`src/rtl/pcpi_rr_arbiter_if.sv`:
```
// Requester-side and PCPI-side signals of the shared-coprocessor arbiter.
// master = arbiter view, slave = view of the requesters/coprocessor environment.
interface pcpi_rr_arbiter_if #(
  parameter int NUM_REQ = 4
);
  logic [NUM_REQ-1:0]    req_valid;
  logic [32*NUM_REQ-1:0] req_insn;
  logic [NUM_REQ-1:0]    req_accept;
  logic [NUM_REQ-1:0]    resp_valid;
  logic [31:0]           resp_rd;
  logic                  resp_wr;
  logic                  resp_timeout;
  logic                  busy;
  logic                  pcpi_valid;
  logic [31:0]           pcpi_insn;
  logic                  pcpi_ready;
  logic                  pcpi_wr;
  logic                  pcpi_wait;
  logic [31:0]           pcpi_rd;

  modport master (
    input  req_valid, req_insn, pcpi_ready, pcpi_wr, pcpi_wait, pcpi_rd,
    output req_accept, resp_valid, resp_rd, resp_wr, resp_timeout, busy,
           pcpi_valid, pcpi_insn
  );

  modport slave (
    output req_valid, req_insn, pcpi_ready, pcpi_wr, pcpi_wait, pcpi_rd,
    input  req_accept, resp_valid, resp_rd, resp_wr, resp_timeout, busy,
           pcpi_valid, pcpi_insn
  );
endinterface

```
`src/rtl/pcpi_rr_arbiter.sv`:
```
// Round-robin sharing of one PCPI coprocessor among NUM_REQ requesters, one
// instruction in flight, with a no-response timeout and routed responses.
module pcpi_rr_arbiter #(
  parameter int NUM_REQ = 4,
  parameter int TIMEOUT = 16
) (
  input logic              clk,
  input logic              rst_n,
  pcpi_rr_arbiter_if.master bus
);
  localparam int IDX_W = (NUM_REQ > 1) ? $clog2(NUM_REQ) : 1;
  localparam int CNT_W = (TIMEOUT > 1) ? $clog2(TIMEOUT) : 1;

  localparam logic [1:0] ST_IDLE = 2'd0;
  localparam logic [1:0] ST_BUSY = 2'd1;
  localparam logic [1:0] ST_RESP = 2'd2;

  localparam logic [NUM_REQ-1:0] ONE_HOT0  = NUM_REQ'(1);
  localparam logic [IDX_W-1:0]   LAST_INIT = IDX_W'(NUM_REQ - 1);
  localparam logic [CNT_W-1:0]   CNT_LAST  = CNT_W'(TIMEOUT - 1);

  logic [1:0]         state_reg;
  logic [IDX_W-1:0]   last_reg;
  logic [IDX_W-1:0]   owner_reg;
  logic [CNT_W-1:0]   count_reg;
  logic [NUM_REQ-1:0] req_accept_reg;
  logic [NUM_REQ-1:0] resp_valid_reg;
  logic [31:0]        resp_rd_reg;
  logic               resp_wr_reg;
  logic               resp_timeout_reg;
  logic               busy_reg;
  logic               pcpi_valid_reg;
  logic [31:0]        pcpi_insn_reg;

  logic [31:0] insn_arr [NUM_REQ];

  generate
    for (genvar gi = 0; gi < NUM_REQ; gi++) begin : g_insn
      assign insn_arr[gi] = bus.req_insn[32*gi +: 32];
    end
  endgenerate

  // Scan last+1, last+2, ... so the most recent owner gets lowest priority.
  logic             grant_found;
  logic [IDX_W-1:0] grant_idx;
  int               scan_idx;

  always_comb begin
    grant_found = 1'b0;
    grant_idx   = '0;
    scan_idx    = 0;
    for (int k = 1; k <= NUM_REQ; k++) begin
      scan_idx = (int'(last_reg) + k) % NUM_REQ;
      if (!grant_found && bus.req_valid[IDX_W'(scan_idx)]) begin
        grant_found = 1'b1;
        grant_idx   = IDX_W'(scan_idx);
      end
    end
  end

  always_ff @(posedge clk) begin
    if (!rst_n) begin
      state_reg        <= ST_IDLE;
      last_reg         <= LAST_INIT;
      owner_reg        <= '0;
      count_reg        <= '0;
      req_accept_reg   <= '0;
      resp_valid_reg   <= '0;
      resp_rd_reg      <= '0;
      resp_wr_reg      <= 1'b0;
      resp_timeout_reg <= 1'b0;
      busy_reg         <= 1'b0;
      pcpi_valid_reg   <= 1'b0;
      pcpi_insn_reg    <= '0;
    end else begin
      req_accept_reg <= '0;
      resp_valid_reg <= '0;
      case (state_reg)
        ST_IDLE: begin
          if (grant_found) begin
            pcpi_insn_reg  <= insn_arr[grant_idx];
            owner_reg      <= grant_idx;
            pcpi_valid_reg <= 1'b1;
            req_accept_reg <= ONE_HOT0 << grant_idx;
            count_reg      <= '0;
            busy_reg       <= 1'b1;
            state_reg      <= ST_BUSY;
          end
        end
        ST_BUSY: begin
          // Ready beats the timeout when both land on the same edge.
          if (bus.pcpi_ready) begin
            resp_rd_reg      <= bus.pcpi_rd;
            resp_wr_reg      <= bus.pcpi_wr;
            resp_timeout_reg <= 1'b0;
            resp_valid_reg   <= ONE_HOT0 << owner_reg;
            pcpi_valid_reg   <= 1'b0;
            pcpi_insn_reg    <= '0;
            state_reg        <= ST_RESP;
          end else if (bus.pcpi_wait) begin
            count_reg <= '0;
          end else if (count_reg == CNT_LAST) begin
            resp_rd_reg      <= '0;
            resp_wr_reg      <= 1'b0;
            resp_timeout_reg <= 1'b1;
            resp_valid_reg   <= ONE_HOT0 << owner_reg;
            pcpi_valid_reg   <= 1'b0;
            pcpi_insn_reg    <= '0;
            state_reg        <= ST_RESP;
          end else begin
            count_reg <= count_reg + CNT_W'(1);
          end
        end
        ST_RESP: begin
          // Requests are not sampled here, giving the coprocessor a
          // pcpi_valid=0 cycle to drop pcpi_ready.
          last_reg         <= owner_reg;
          busy_reg         <= 1'b0;
          resp_rd_reg      <= '0;
          resp_wr_reg      <= 1'b0;
          resp_timeout_reg <= 1'b0;
          state_reg        <= ST_IDLE;
        end
        default: state_reg <= ST_IDLE;
      endcase
    end
  end

  assign bus.req_accept   = req_accept_reg;
  assign bus.resp_valid   = resp_valid_reg;
  assign bus.resp_rd      = resp_rd_reg;
  assign bus.resp_wr      = resp_wr_reg;
  assign bus.resp_timeout = resp_timeout_reg;
  assign bus.busy         = busy_reg;
  assign bus.pcpi_valid   = pcpi_valid_reg;
  assign bus.pcpi_insn    = pcpi_insn_reg;
endmodule

```
`src/flat_wrapper.sv`:
```
// flat-port wrapper written by rule: the top's interface ports become plain ports
module pcpi_rr_arbiter_flat 
#(
  parameter int NUM_REQ = 4,
  parameter int TIMEOUT = 16
)
  (clk, rst_n, bus_req_valid, bus_req_insn, bus_pcpi_ready, bus_pcpi_wr, bus_pcpi_wait, bus_pcpi_rd, bus_req_accept, bus_resp_valid, bus_resp_rd, bus_resp_wr, bus_resp_timeout, bus_busy, bus_pcpi_valid, bus_pcpi_insn);
  pcpi_rr_arbiter_if #(.NUM_REQ(NUM_REQ)) bus_i ();
  input logic clk;
  input logic rst_n;
  input wire logic [$bits(bus_i.req_valid)-1:0] bus_req_valid;
  input wire logic [$bits(bus_i.req_insn)-1:0] bus_req_insn;
  input wire logic [$bits(bus_i.pcpi_ready)-1:0] bus_pcpi_ready;
  input wire logic [$bits(bus_i.pcpi_wr)-1:0] bus_pcpi_wr;
  input wire logic [$bits(bus_i.pcpi_wait)-1:0] bus_pcpi_wait;
  input wire logic [$bits(bus_i.pcpi_rd)-1:0] bus_pcpi_rd;
  output wire logic [$bits(bus_i.req_accept)-1:0] bus_req_accept;
  output wire logic [$bits(bus_i.resp_valid)-1:0] bus_resp_valid;
  output wire logic [$bits(bus_i.resp_rd)-1:0] bus_resp_rd;
  output wire logic [$bits(bus_i.resp_wr)-1:0] bus_resp_wr;
  output wire logic [$bits(bus_i.resp_timeout)-1:0] bus_resp_timeout;
  output wire logic [$bits(bus_i.busy)-1:0] bus_busy;
  output wire logic [$bits(bus_i.pcpi_valid)-1:0] bus_pcpi_valid;
  output wire logic [$bits(bus_i.pcpi_insn)-1:0] bus_pcpi_insn;
  assign bus_i.req_valid = bus_req_valid;
  assign bus_i.req_insn = bus_req_insn;
  assign bus_i.pcpi_ready = bus_pcpi_ready;
  assign bus_i.pcpi_wr = bus_pcpi_wr;
  assign bus_i.pcpi_wait = bus_pcpi_wait;
  assign bus_i.pcpi_rd = bus_pcpi_rd;
  assign bus_req_accept = bus_i.req_accept;
  assign bus_resp_valid = bus_i.resp_valid;
  assign bus_resp_rd = bus_i.resp_rd;
  assign bus_resp_wr = bus_i.resp_wr;
  assign bus_resp_timeout = bus_i.resp_timeout;
  assign bus_busy = bus_i.busy;
  assign bus_pcpi_valid = bus_i.pcpi_valid;
  assign bus_pcpi_insn = bus_i.pcpi_insn;
  pcpi_rr_arbiter #(.NUM_REQ(NUM_REQ), .TIMEOUT(TIMEOUT)) u_core (.clk(clk), .rst_n(rst_n), .bus(bus_i));
endmodule
```
`config.mk`:
```
export PLATFORM = sky130hd
export DESIGN_NAME = pcpi_rr_arbiter_flat
export DESIGN_NICKNAME = d
export VERILOG_FILES = /design/src/rtl/pcpi_rr_arbiter_if.sv /design/src/rtl/pcpi_rr_arbiter.sv /design/src/flat_wrapper.sv
export SDC_FILE = /design/constraint.sdc
export NUM_CORES = 1
export LEC_CHECK = 0
export ABC_AREA = 1
export ABC_CLOCK_PERIOD_IN_PS = 3900
export CAP_MARGIN = 20
export CORE_MARGIN = 3
export CORE_UTILIZATION = 30
export DETAILED_ROUTE_END_ITERATION = 10
export GPL_TIMING_DRIVEN = 0
export PLACE_DENSITY = 0.59
export RECOVER_POWER = 25
export SLEW_MARGIN = 20
export SYNTH_ARGS = -nofsm -noshare
export SYNTH_HDL_FRONTEND = slang
export SYNTH_SLANG_ARGS = --single-unit
```
`constraint.sdc`:
```
create_clock -name clk -period 3.9 [get_ports clk]
set_input_delay 0.78 -clock clk [delete_from_list [all_inputs] [get_ports clk]]
set_output_delay 0.78 -clock clk [all_outputs]
set_load 0.005 [all_outputs]
```
==> metrics.sh <==
SYNTH_LARGEST_AREA_CELL='dfxtp_1'
TRITONCTS_NUM_SINKS=86
REL_SLEW_SLACK_PCT=54.93
POST_SYNTH_XOR_XNOR_AREA_PCT=0.1729
DRTPASS1ITERATIONS=5
HOLD_DEPTH=2
SYN2LAYOUT_AREA_GROWTH_PCT=59.39
ROUTE.DETAILED.DRC=0
POST-DP-HPWL_UM=15720
SYNTH_CELL_TYPE_COUNT=27
CRITICAL_PATH.REG2REG.ENDPOINT='u_core.bus.pcpi_insn[14]'
MIN_PERIOD_NS=2.768
ROUTED_WL_UM=20040
DIE_H_UM=135.9
STDCELL_COUNT=1311
AVGVIACOUNTPERCELL=4.610
POSTLAYOUTSETUPSLACKWORST_NS=1.132
SHARE_CLK_OF_TOTAL_POWER_PCT=13.6
CTS.REPAIR_TIMING.SETUP_BUFFER_COUNT=0
FINISH.INSTANCE_AREA_UM2=8073
TIMING.FINAL.MAX_SLEW_VIOLATIONS=0
PORT_BUFFERS=244
P_INT_mW=3.189
FLOORPLAN.DIE.WIDTH_UM=135.9
CRIT_TYPE='in -> reg'
FINAL.HOLD.WORST_SLACK_NS=0.4603
SETUP_REPAIR_AFTER_GLOBAL_ROUTING_MISSED_ITS_MARGIN='no'
POWERDENSITY_nW_PER_UM2=784.4
GRT_PASS1_WL_UM=30830
SYNTHSIMPLEGATEAREAFRAC_PCT=39.23
WORSTHOLDSTART='u_core.bus.resp_rd[3]'
WORSTHOLDPATHTYPE='reg -> reg'
DOMINANT_COMBINATIONAL_CELL_FAMILY_BY_AREA_AFTER_SYNTHESIS='simple AND/OR/NAND/NOR gates'
OUTCOME='complete, no violations'
DRIVE_ABOVE_1_SHARE_PCT=5.210
WORST_SETUP_SLACK_AFTER_PLACEMENT_NS=0.8026
P_LEAK_nW=3.840
POSTSYNTHAREAPERCELL_UM2=6.073
STARTPOINT_OF_THE_WORST_REGISTER_TO_REGISTER_PATH='u_core.last_reg[0]'
CLOCK_TREE.HTREE_LEVEL_COUNT=3
CRITICAL_PATH.ENDPOINT_TYPE='register'
GRT_MAX_DEGREE=15
SEQPWRFRAC_PCT=19.4
GP_CONGESTION=0.8807
SYNTHMUXAREASHARE_PCT=0
VDD_DROP_MAX_uV=320.0
FINAL_CORE_UTILIZATION_PCT=49.91
NUMPLACEDINSTANCES=1294
SYNTHESIS.INSTANCES=834
ROOT_BUFFER='clkbuf_16'
YOSYSWARNINGCOUNT=0
CRITICAL_PATH_REQUIRED_NS=4.10
ACHIEVABLE-FREQUENCY_GHz=0.3612
PLACEMENT_ROWS=46
CLK_SLEW_ON_WORST_S_H_PATHS_NS=0.06
SYNTH_FP_NETS=1009
PLACEMENT.CELL_AREA_UM2=7777
DIE_AREA_UM2=18480
YS_SEQ_ELEMENTS=86
CP_SLOWEST_CELL='buf_1'
P_SW_SHARE_PCT=49.65
ARRIVAL_NS=2.97
NUMBER_OF_GLOBAL_ROUTE_VIAS_BEFORE_REPAIR=5620
CRIT_PATH_START_KIND='input pin'
COMPOUND_CELL_AREA_SHARE_OF_THE_YOSYS_NETLIST_PCT=8.646
FIRST_ITER_VIOLATIONS=350
SYNTH_TOP_CELLS_BY_AREA='dfxtp_1 34%, nand2_1 18%, nand3_1 14%'
TRITONCTS='yes'
POWER.NET_SWITCHING_mW=3.144
COMB_POWER_SHARE_PCT=67.1
CTSLONGESTPATHBUFFERS=2
CORE_AREA_UM2=16170
REPORT.FINAL.HOLD_VIOL_COUNT=0
PERIOD_SHARE_PCT=70.98
FINALSETUPVIOLATIONS=0
SYNTH-SEQ-AREA-SHARE_PCT=33.99
WORST_R2R_PATH_DEPTH=15
ANTENNA_LEFT=0
DESIGN_POWER_TOTAL_mW=6.333
HOLD_END='u_core.bus.resp_rd[3]'
CP_SLOWEST_STAGE_DELAY_NS=0.55
ANTENNA_FOUND_INITIAL=1
WL_PER_CELL_UM=15.29
REG2REG_SETUP_SLACK_NS=1.56
START_UTIL_PCT=31.32
GLOBAL_ROUTE.OVERFLOW_TOTAL=0
CTS_BUFFERS=9
GLOBAL_ROUTE.USAGE.TOTAL_PCT=21.34
NETLIST.AREA_LEADER.SHARE_PCT=33.99
MAPPEDNETLISTAREA_UM2=5065
TIMING.CRITICAL_PATH.CELLS='clkdlybuf4s50_1 > nand2_1 > nand2_1 > nand2_1 > nand2_1 > inv_2 > nand3_2 > buf_2 > buf_1 > nand3_1 > nand3_1 > nand2_1 > nand2_1 > a21oi_1'
MAX_CAP_VIOLATIONS=0
WORST_PATH_MOST_REPEATED_CELL='nand2_1'
LAYOUT.FILLER_CELLS=1729
CLK-INSERTION-DELAY-LATE_NS=0.34
PIN_COUNT=245
CTS_HOLD_BUF=0
WORST_SLEW_PIN_SLEW_NS=0.6761
WORST_CLOCK_SKEW_NS=0.006042
TNS_NS=0
NUM-NETS-FINAL=1264
TIMING.CRITICAL_PATH.FANOUT_MAX=10
ADDER_CELL_AREA_SHARE_OF_THE_YOSYS_NETLIST_PCT=1.482
ROUTED-VIA-COUNT=6044
CTSRESIZECOUNT=0
worst max-delay path by stage:
stage,start,end,slack [ns],cells after the start
finish,bus_req_valid[2],u_core.bus.pcpi_insn[14],1.13,14
global route,bus_req_valid[0],u_core.bus.pcpi_insn[13],0.94,14
CTS,bus_req_valid[2],u_core.bus.pcpi_insn[13],1.16,14
detailed placement,bus_req_valid[2],u_core.bus.pcpi_insn[13],0.80,14
global placement,bus_req_valid[0],u_core.bus.pcpi_insn[13],0.83,14
floorplan,bus_req_valid[0],u_core.bus.pcpi_valid,1.81,12
cell usage after synthesis:
library cell  count
o21ai_0           8
nor2_1           18
nor2_4            1
inv_1           145
or2_1             1
buf_2            22
nor3_1            4
buf_1             3
clkbuf_1         23
nand3_2           2
nor4_1            2
ha_1              6
nor3b_1           2
inv_2             6
nand2_2           2
xor2_1            1
nand2_1         243
nand4_1          34
nor2_2            1
a31oi_1           1
dfxtp_1          86
buf_4             8
o21ai_1           1
a21oi_1          74
a21oi_2           1
nand3_1         138
a211oi_1          1
critical path, delay by kind of cell:
family	cells	cell delay (ns)
AOI/OAI and AO/OA	1	0.05
buffers and inverters	4	1.33
and+or+nand+nor	9	0.80
placed cells by master (no fill, tap or decap), drive strengths merged, types with 6 or more instances in the layout:
master         Yosys  final
o21ai              9      9
clkdlybuf4s50      0    207
ha                 6      6
dlygate4sd3        0     37
inv              151    151
nor2              20     20
clkbuf            23     34
a21oi             75     75
nand4             34     34
dfxtp             86     86
nand3            140    140
buf               33     33
nand2            245    245
layer usage:
layer  vias up  track usage (%)  routed length (um)
li1       3142                -                   -
met1      2722            28.02                8762
met2       159            35.84                9643
met3        21            4.219                1235
met4         0            5.655                 402
met5         -                0                   0
final cells by class:
class | instances | area, um^2 | area share [%]
inverter | 151 | 566.8 | 7.021
tap | 216 | 270.3 | 3.348
clock inverter | 5 | 60.06 | 0.7440
timing repair buffer | 244 | 2442 | 30.25
multi-input combinational | 541 | 2509 | 31.08
clock buffer | 11 | 232.7 | 2.883
buffer | 56 | 267.8 | 3.317
sequential | 86 | 1722 | 21.33
antenna | 1 | 2.502 | 0.03100
power by group through the flow:
stage          clock (mW)  combinational (mW)  sequential (mW)
4_1_cts             0.882                4.30             1.23
2_1_floorplan           0                2.77             1.26
5_1_grt             0.917                4.82             1.26
6_report            0.861                4.25             1.23
3_3_place_gp            0                4.28             1.24
3_5_place_dp            0                4.28             1.25
logic make-up (layout without fill, tap and decap cells):
group	after synthesis	in the layout
and+or+nand+nor	448	448
buffers and inverters	207	467
AOI/OAI and AO/OA	86	86
DFF	86	86
adders and majority gates	6	6
xor gates and xnor gates	1	1
other	0	1
(Power assumes the default switching activity.)
